--- src/rtl/spin_reel_generator.sv ---
// Three-reel spin generator: reels animate, then stop one per REEL_CYCLES with LFSR or forced digits.
// Latency: done pulses 3*REEL_CYCLES edges after start acceptance; start/force inputs are ignored while busy.
module spin_reel_generator #(
  parameter int          REEL_CYCLES = 25000000,
  parameter logic [15:0] LFSR_SEED   = 16'hACE1
) (
  input  logic        clock,
  input  logic        resetn,
  input  logic        start,
  input  logic        force_en,
  input  logic [11:0] force_spin,
  output logic [11:0] PlayerSpin,
  output logic [2:0]  reel_stopped,
  output logic        busy,
  output logic        done
);

  typedef enum logic [1:0] {IDLE, SPIN0, SPIN1, SPIN2} state_t;

  localparam int              CNT_W    = $clog2(REEL_CYCLES);
  localparam logic [CNT_W-1:0] CNT_LAST = CNT_W'(REEL_CYCLES - 1);
  // An all-zero seed would lock the LFSR, so it is replaced by 1.
  localparam logic [15:0]     SEED     = (LFSR_SEED == 16'h0000) ? 16'h0001 : LFSR_SEED;

  state_t           state, stateNext;
  logic [CNT_W-1:0] cycleCnt, cycleCntNext;
  logic [15:0]      lfsr, lfsrNext;
  logic             forced, forcedNext;
  logic [11:0]      forcedSpin, forcedSpinNext;
  logic [11:0]      spinNext;
  logic [2:0]       stoppedNext;
  logic             busyNext, doneNext;
  int               reelIdx;

  always_comb begin
    lfsrNext       = {lfsr[14:0], lfsr[15] ^ lfsr[13] ^ lfsr[12] ^ lfsr[10]};
    stateNext      = state;
    cycleCntNext   = cycleCnt;
    forcedNext     = forced;
    forcedSpinNext = forcedSpin;
    spinNext       = PlayerSpin;
    stoppedNext    = reel_stopped;
    busyNext       = busy;
    doneNext       = 1'b0;
    reelIdx        = 0;

    case (state)
      SPIN0:   reelIdx = 0;
      SPIN1:   reelIdx = 1;
      SPIN2:   reelIdx = 2;
      default: reelIdx = 0;
    endcase

    if (state == IDLE) begin
      if (start) begin
        stateNext      = SPIN0;
        busyNext       = 1'b1;
        stoppedNext    = 3'b000;
        cycleCntNext   = '0;
        forcedNext     = force_en;
        forcedSpinNext = force_spin;
      end
    end else begin
      for (int i = 0; i < 3; i++) begin
        if (!reel_stopped[i])
          spinNext[11-4*i -: 4] = {1'b0, PlayerSpin[10-4*i -: 3] + 3'd1};
      end

      if (cycleCnt == CNT_LAST) begin
        cycleCntNext = '0;
        // The stop digit overrides this reel's animation step on the same edge.
        for (int i = 0; i < 3; i++) begin
          if (i == reelIdx) begin
            stoppedNext[i]        = 1'b1;
            spinNext[11-4*i -: 4] = forced ? forcedSpin[11-4*i -: 4] : {1'b0, lfsr[2:0]};
          end
        end
        case (state)
          SPIN0:   stateNext = SPIN1;
          SPIN1:   stateNext = SPIN2;
          default: begin
            stateNext = IDLE;
            busyNext  = 1'b0;
            doneNext  = 1'b1;
          end
        endcase
      end else begin
        cycleCntNext = cycleCnt + 1'b1;
      end
    end
  end

  always_ff @(posedge clock or negedge resetn) begin
    if (!resetn) begin
      state        <= IDLE;
      cycleCnt     <= '0;
      lfsr         <= SEED;
      forced       <= 1'b0;
      forcedSpin   <= '0;
      PlayerSpin   <= '0;
      reel_stopped <= 3'b111;
      busy         <= 1'b0;
      done         <= 1'b0;
    end else begin
      state        <= stateNext;
      cycleCnt     <= cycleCntNext;
      lfsr         <= lfsrNext;
      forced       <= forcedNext;
      forcedSpin   <= forcedSpinNext;
      PlayerSpin   <= spinNext;
      reel_stopped <= stoppedNext;
      busy         <= busyNext;
      done         <= doneNext;
    end
  end

endmodule

--- config.mk ---
export PLATFORM = sky130hd
export DESIGN_NAME = spin_reel_generator
export DESIGN_NICKNAME = d
export VERILOG_FILES = /design/src/rtl/spin_reel_generator.sv
export SDC_FILE = /design/constraint.sdc
export NUM_CORES = 1
export LEC_CHECK = 0
export ABC_CLOCK_PERIOD_IN_PS = 5300
export CELL_PAD_IN_SITES_DETAIL_PLACEMENT = 0
export CELL_PAD_IN_SITES_GLOBAL_PLACEMENT = 2
export CORE_MARGIN = 3
export CORE_UTILIZATION = 40
export CTS_CLUSTER_SIZE = 20
export DETAILED_ROUTE_END_ITERATION = 12
export PLACE_DENSITY_LB_ADDON = 0.3
export RECOVER_POWER = 100
export SLEW_MARGIN = 20
export SYNTH_ARGS = -nofsm -noshare
export SYNTH_HDL_FRONTEND = slang
export SYNTH_SLANG_ARGS = --single-unit
--- constraint.sdc ---
create_clock -name clock -period 5.3 [get_ports clock]
set_input_delay 0.795 -clock clock [delete_from_list [all_inputs] [get_ports clock]]
set_output_delay 0.795 -clock clock [all_outputs]
set_load 0.02 [all_outputs]
==> metrics.md <==
| Metric | Value |
|---|---|
| Status | complete, but fails checks |
| Failing checks | capacitance limit, slew limit |
| # DRC | 0 |
| Post-synth EDFFs | 0 |
| Initial antenna violation count | 0 |
| Syn Nets | 348 |
| Cell variety after synth | 42 |
| Average size of a mapped cell | 10.7 um^2 |
| Iter 0 DRT Violations | 165 |
| Slew Viols, Final | 47 |
| Die Y | 98.9 um |
| Initial Util | 41.6% |
| Vias in the first global route | 2460 |
| Final nets | 379 |
| Hold wc startpoint | lfsr[8]$_DFF_PN0_ |
| I/O pin count | 33 |
| Max cap viols | 1 |
| Area delta synth->final | 16.2% |
| PostCTS Resize Cnt | 0 |
| Core area | 0.00830 mm^2 |
| Flop-to-flop setup slack | 1780 ps |
| Mapped Cells | 324 |
| DRT Wirelength | 7.40 mm |
| CTS hold repair buffers | 0 |
| Pwr dens | 250 mW/mm^2 |
| Routed wire length on met2 | 3.23 mm |
| Global route overflow | 0 |
| Max Buffers Root-to-Sink | 2 |
| Fill cells | 785 |
| Post-Route Skew | 12.0 ps |
| CTS Sinks | 73 |
| Leak | 1.83 nW |
| Multi-input gate area | 0.00148 mm^2 |
| H-tree levels | 3 |
| Root Buffer | clkbuf_8 |
| Synth top area share | 44.9% |
| WS Path Type | reg2reg |
| Worst Hold Class | reg2reg |
| Clk slew on worst S/H paths | 90 ps |
| Top layer in use | met4 |
| Req. time, crit path | 5460 ps |
| Final ANT Viol Nets | 0 |
| Aggregate global-route resource usage | 16.3% |
| Yosys reg bits | 73 |
| M1 WL | 3.84 mm |
| # setup viols final | 0 |
| Period utilization | 66.4% |
| Ys async rst share | 100% |
| Unrepaired setup endpoints after global routing | no |
| Ys Warns | 0 |
| Worst r2r src | cycleCnt[6]$_DFFE_PN0P_ |
| Cells on worst reg2reg path | 6 |
| Hold depth | 0 |
| 1st-pass router iterations | 4 |
| Design area | 0.00401 mm^2 |
| Die width | 98.9 um |
| Mapped cell area | 0.00345 mm^2 |
| Ranking of synthesized cells by area | dfrtp_1 (45%), dfstp_2 (8.4%), mux2_2 (4.6%) |
| Setup Buffers After CTS | 0 |
| Hold worst-path end | lfsr[9]$_DFF_PN0_ |
| Met3 WL post-DR | 213 um |
| Reg-to-Reg End | state[1]$_DFFE_PN0P_ |
| Final Core Density | 48.3% |
| Via count | 2549 |
| Sequential cell area fraction in the yosys report | 53.3% |
| Post-synth top cells | dfrtp_1 (62), nand2_1 (34), a21oi_1 (26) |
| Largest net degree at the start of global routing | 74 |
| Top FF cell, synth | dfrtp_1 |
| Setup TNS | 0 ps |
| Share of cells above drive strength 1 | 12.2% |
| Worst setup EP type | register |
| Max VDD drop | 0.157 mV |
| Global-route wire length before repair | 12.7 mm |
| Hold Violations, Final | 0 |
| CTS tree | built |
| FP Rows | 33 |
| Drt via density | 5.48 |
| PnR Total Power | 0.00100 W |
| Clk_lat worst skew | 350 ps |
| HPWL Detailed | 4.91 mm |
| RePlAce Congestion | 0.774 |
| Crit Path Max Fanout | 46 |
| Fmax | 284 MHz |
| Storage cell area | 0.00184 mm^2 |
| Largest area contributor in the netlist | dfrtp_1 |
| Post-Place Cell Area | 0.00386 mm^2 |
| Slew headroom | -24.8% |
| Antenna fix cells | 0 |
| Port buffer count | 32 |
| Arr. time, crit path | 3680 ps |
| Count leader, synth | dfrtp_1 |
| Worst Max-Slew Pin Slew | 1870 ps |
| Routed wire per std cell | 15.9 um |
| TritonCTS buffer count | 9 |
| Slowest cell delay on critical path | 910 ps |
| Fin crit period | 3520 ps |
| Die ar. | 0.00978 mm^2 |
| Worst-path cell chain | or4_1 > nor4_1 > a21oi_2 > clkbuf_1 > o21ai_0 > o31ai_1 |
| Worst setup SP type | register |
| Slowest stage cell on the critical path | nor4_1 |
## through the flow
| step | worst slack, ps | std cells | hold slack [ps] |
|---|---|---|---|
| 4_1_cts | 2680 | 465 | 360 |
| 5_1_grt | 1530 | 465 | 364 |
| 3_3_place_gp | 2700 | 449 | 340 |
| 6_report | 1780 | 465 | 360 |
| 2_1_floorplan | 3090 | 324 | 331 |
| 3_5_place_dp | 2660 | 449 | 336 |
## worst max path at each step
stage | slack (ps) | endpoint | startpoint | cells after the start
global placement | 2700 | forcedSpin[1]$_DFFE_PN0P_ | state[0]$_DFFE_PN0P_ | 4
CTS | 2680 | forcedSpin[2]$_DFFE_PN0P_ | state[0]$_DFFE_PN0P_ | 4
detailed placement | 2660 | state[1]$_DFFE_PN0P_ | state[0]$_DFFE_PN0P_ | 5
finish | 1780 | state[1]$_DFFE_PN0P_ | cycleCnt[6]$_DFFE_PN0P_ | 6
global route | 1530 | cycleCnt[3]$_DFFE_PN0P_ | cycleCnt[6]$_DFFE_PN0P_ | 6
floorplan | 3090 | cycleCnt[0]$_DFFE_PN0P_ | cycleCnt[6]$_DFFE_PN0P_ | 6
## layer usage
metal | up-vias | GRT usage, %
met4 | 0 | 5.99
li1 | 1255 | -
met3 | 9 | 2.76
met2 | 40 | 22.2
met5 | - | 0
met1 | 1245 | 25.6
## cells by family after synthesis
logic type	synth area share, %
mux	8.91
fa+ha+maj	2.90
simple gates	15.8
buf+inv	2.90
xor+xnor	1.27
flops	53.3
compound gates	15.0
## area by class of cell
| type | instances | share of cell area, % |
|---|---|---|
| Timing Repair Buffer | 34 | 8.14 |
| Inverter | 12 | 1.12 |
| Multi-Input combinational cell | 225 | 36.9 |
| Clock inverter | 7 | 1.65 |
| Sequential cell | 73 | 45.9 |
| Clock buffer | 9 | 3.09 |
| Tap cell | 105 | 3.27 |
## cell usage in the layout (no fill, tap or decap), types with 6 or more instances in the layout
cell             count
a21oi_1             27
a31oi_1             18
clkbuf_8             9
clkdlybuf4s50_1     14
dfrtp_1             62
dfstp_2              8
dlygate4sd3_1       17
ha_1                 8
inv_1               12
mux2_2              14
mux2i_1             15
nand2_1             34
nand3_1             14
nand4_1              9
nor2_1              17
o21ai_0             15
o22a_1               6
## power breakdown
group | switching (W) | internal (W)
Clock | 0.000238 | 0.000184
Combinational | 0.0000127 | 0.00000997
Sequential | 0 | 0.000557
Total | 0.000251 | 0.000751
## critical path: cells and delay by family (launching register included)
kind	cells	cell delay [ps]
AOI/OAI and AO/OA	3	610
buffers and inverters	1	770
DFF	1	500
and+or+nand+nor	2	1450
## registers in the layout, indices dropped and copies added (netlist names), 2 cells and up
name	count
PlayerSpin	12
state	2
lfsr	16
forcedSpin	12
reel_stopped	3
cycleCnt	25
Power figures use the tool's default switching activity.
==> RTL change (config.mk and constraints unchanged) <==
Make the reset (`resetn`) synchronous in one clocked block.
--- a/src/rtl/spin_reel_generator.sv
+++ b/src/rtl/spin_reel_generator.sv
@@ -90,7 +90,7 @@
     end
   end
 
-  always_ff @(posedge clock or negedge resetn) begin
+  always_ff @(posedge clock) begin
     if (!resetn) begin
       state        <= IDLE;
       cycleCnt     <= '0;
Function: differs if resetn is asserted again (counterexample within 4 cycles, from zero or initial values and one cycle with resetn low); with resetn held inactive, the same outputs for 10 cycles.
==> RTL change against the original RTL <==
The run still ends with max-capacitance violations, max-slew violations left; highest routed layer unchanged; synthesized cell count rose by 20%; area after synthesis fell by 0.65%; worst setup slack got worse by 0.053 ns; routed wire length rose by 8.0%; critical path type is now input port to flip-flop; sequential cell count did not move; final cell count rose by 13%; non-clock buffer count rose by 1; critical path depth did not move; final area rose by 1.0%.
Power is not compared: it rests on default switching activity, and its combinational part moved more than twofold at a synthesized area within 25%.
==> RTL change: results (changes against the original RTL) <==
Yosys
  – Post-synth top cells: dfxtp_1, nand2_1, a21oi_1 (was dfrtp_1, nand2_1, a21oi_1)
  – Xor/xnor share of the synthesized area: 3.06% (was 1.27%)
  – FFs w/ async S/R, synth: 0% (was 100%)
  – Top_reg_cell synth: dfxtp_1 (was dfrtp_1)
  – Post-synthesis mux area share: 1.46% (was 8.91%)
  – Compound-cell area share of the yosys netlist: 19.6% (was 15.0%)
  – Syn nets: 413 (was 348)
  – Post-synth cell types: 55 (was 42)
  – Register area share after synthesis: 42.6% (was 53.3%)
  – Largest cells by area after synthesis: dfxtp_1, nand2_1, a21boi_0 (was dfrtp_1, dfstp_2, mux2_2)

Global route
  – Number of global-route vias before repair: 2720 (was 2460)
  – Global-route wire length before repair: 13400 µm (was 12700 µm)
  – Largest net degree at the start of global routing: 53 (was 74)

Setup path
  – Worst path arrival time: 3.86 ns (was 3.68 ns)
  – Worst-case reg-to-reg path depth: 7 (was 6)
  – Reg-to-reg endpoint: cycleCnt[2] (was state[1])
  – Crit Path Max Fanout: 52 (was 46)
  – CP startpoint: resetn (was cycleCnt[6])
  – Reg2Reg Setup Slack: 2.78 ns (was 1.78 ns)

Routing
  – Total wire length: 7990 µm (was 7400 µm)
  – Via count: 2890 (was 2549)
  – DR iter-0 viols: 129 (was 165)

Place
  – Post-placement cell area: 3820 µm² (was 3860 µm²)

Run status
  – Status: complete, but fails checks (unchanged)
  – Violated checks: max-capacitance violations, max-slew violations (unchanged)

STA
  – Max-slew violations: 53 (was 47)
  – Slew HR: -29.7% (was -24.8%)
  – Final Skew: 0.00645 ns (was 0.0120 ns)

Hold path
  – Worst hold stages: 1 (was 0)
  – Worst Hold End: lfsr[6] (was lfsr[9])
  – HP Start: lfsr[5] (was lfsr[8])

Run
  – Max-cap viol count: 1 (unchanged)

Finish
  – Fillcell total: 812 (was 785)
  – Nets: 441 (was 379)
==> RTL change: through the flow <==
stage	instances	util [%]	power, µW	hold WS (ns)	worst slack [ns]
2_1_floorplan	389	-	816	0.386	3.25
3_3_place_gp	511	46.2	908	0.389	2.38
3_5_place_dp	511	46.2	911	0.391	2.36
4_1_cts	527	49.0	1410	0.415	2.58
5_1_grt	527	49.1	1460	0.432	1.42
6_report	527	49.1	1390	0.412	1.73
==> RTL change: worst max-delay path, stage by stage <==
cell and delay, ns:
dlygate4sd3_1 0.55, clkbuf_1 1.40, and2_0 0.37, and2_1 0.49, a21oi_1 0.07, a21oi_1 0.16
==> RTL change: metal layers <==
metal | GRT usage (%) | wire length [µm]
met5 | 0 | 0
met3 | 2.90 | 215
met4 | 6.51 | 133
met2 | 27.4 | 3690
met1 | 22.9 | 3950
==> RTL change: cell type report <==
cell class	instances	area share (%)
clock inverter	6	2.25
tap	105	3.24
sequential	73	36.1
timing repair buffer	35	8.37
clock buffer	10	3.40
multi-input combinational	288	45.8
inverter	10	0.926
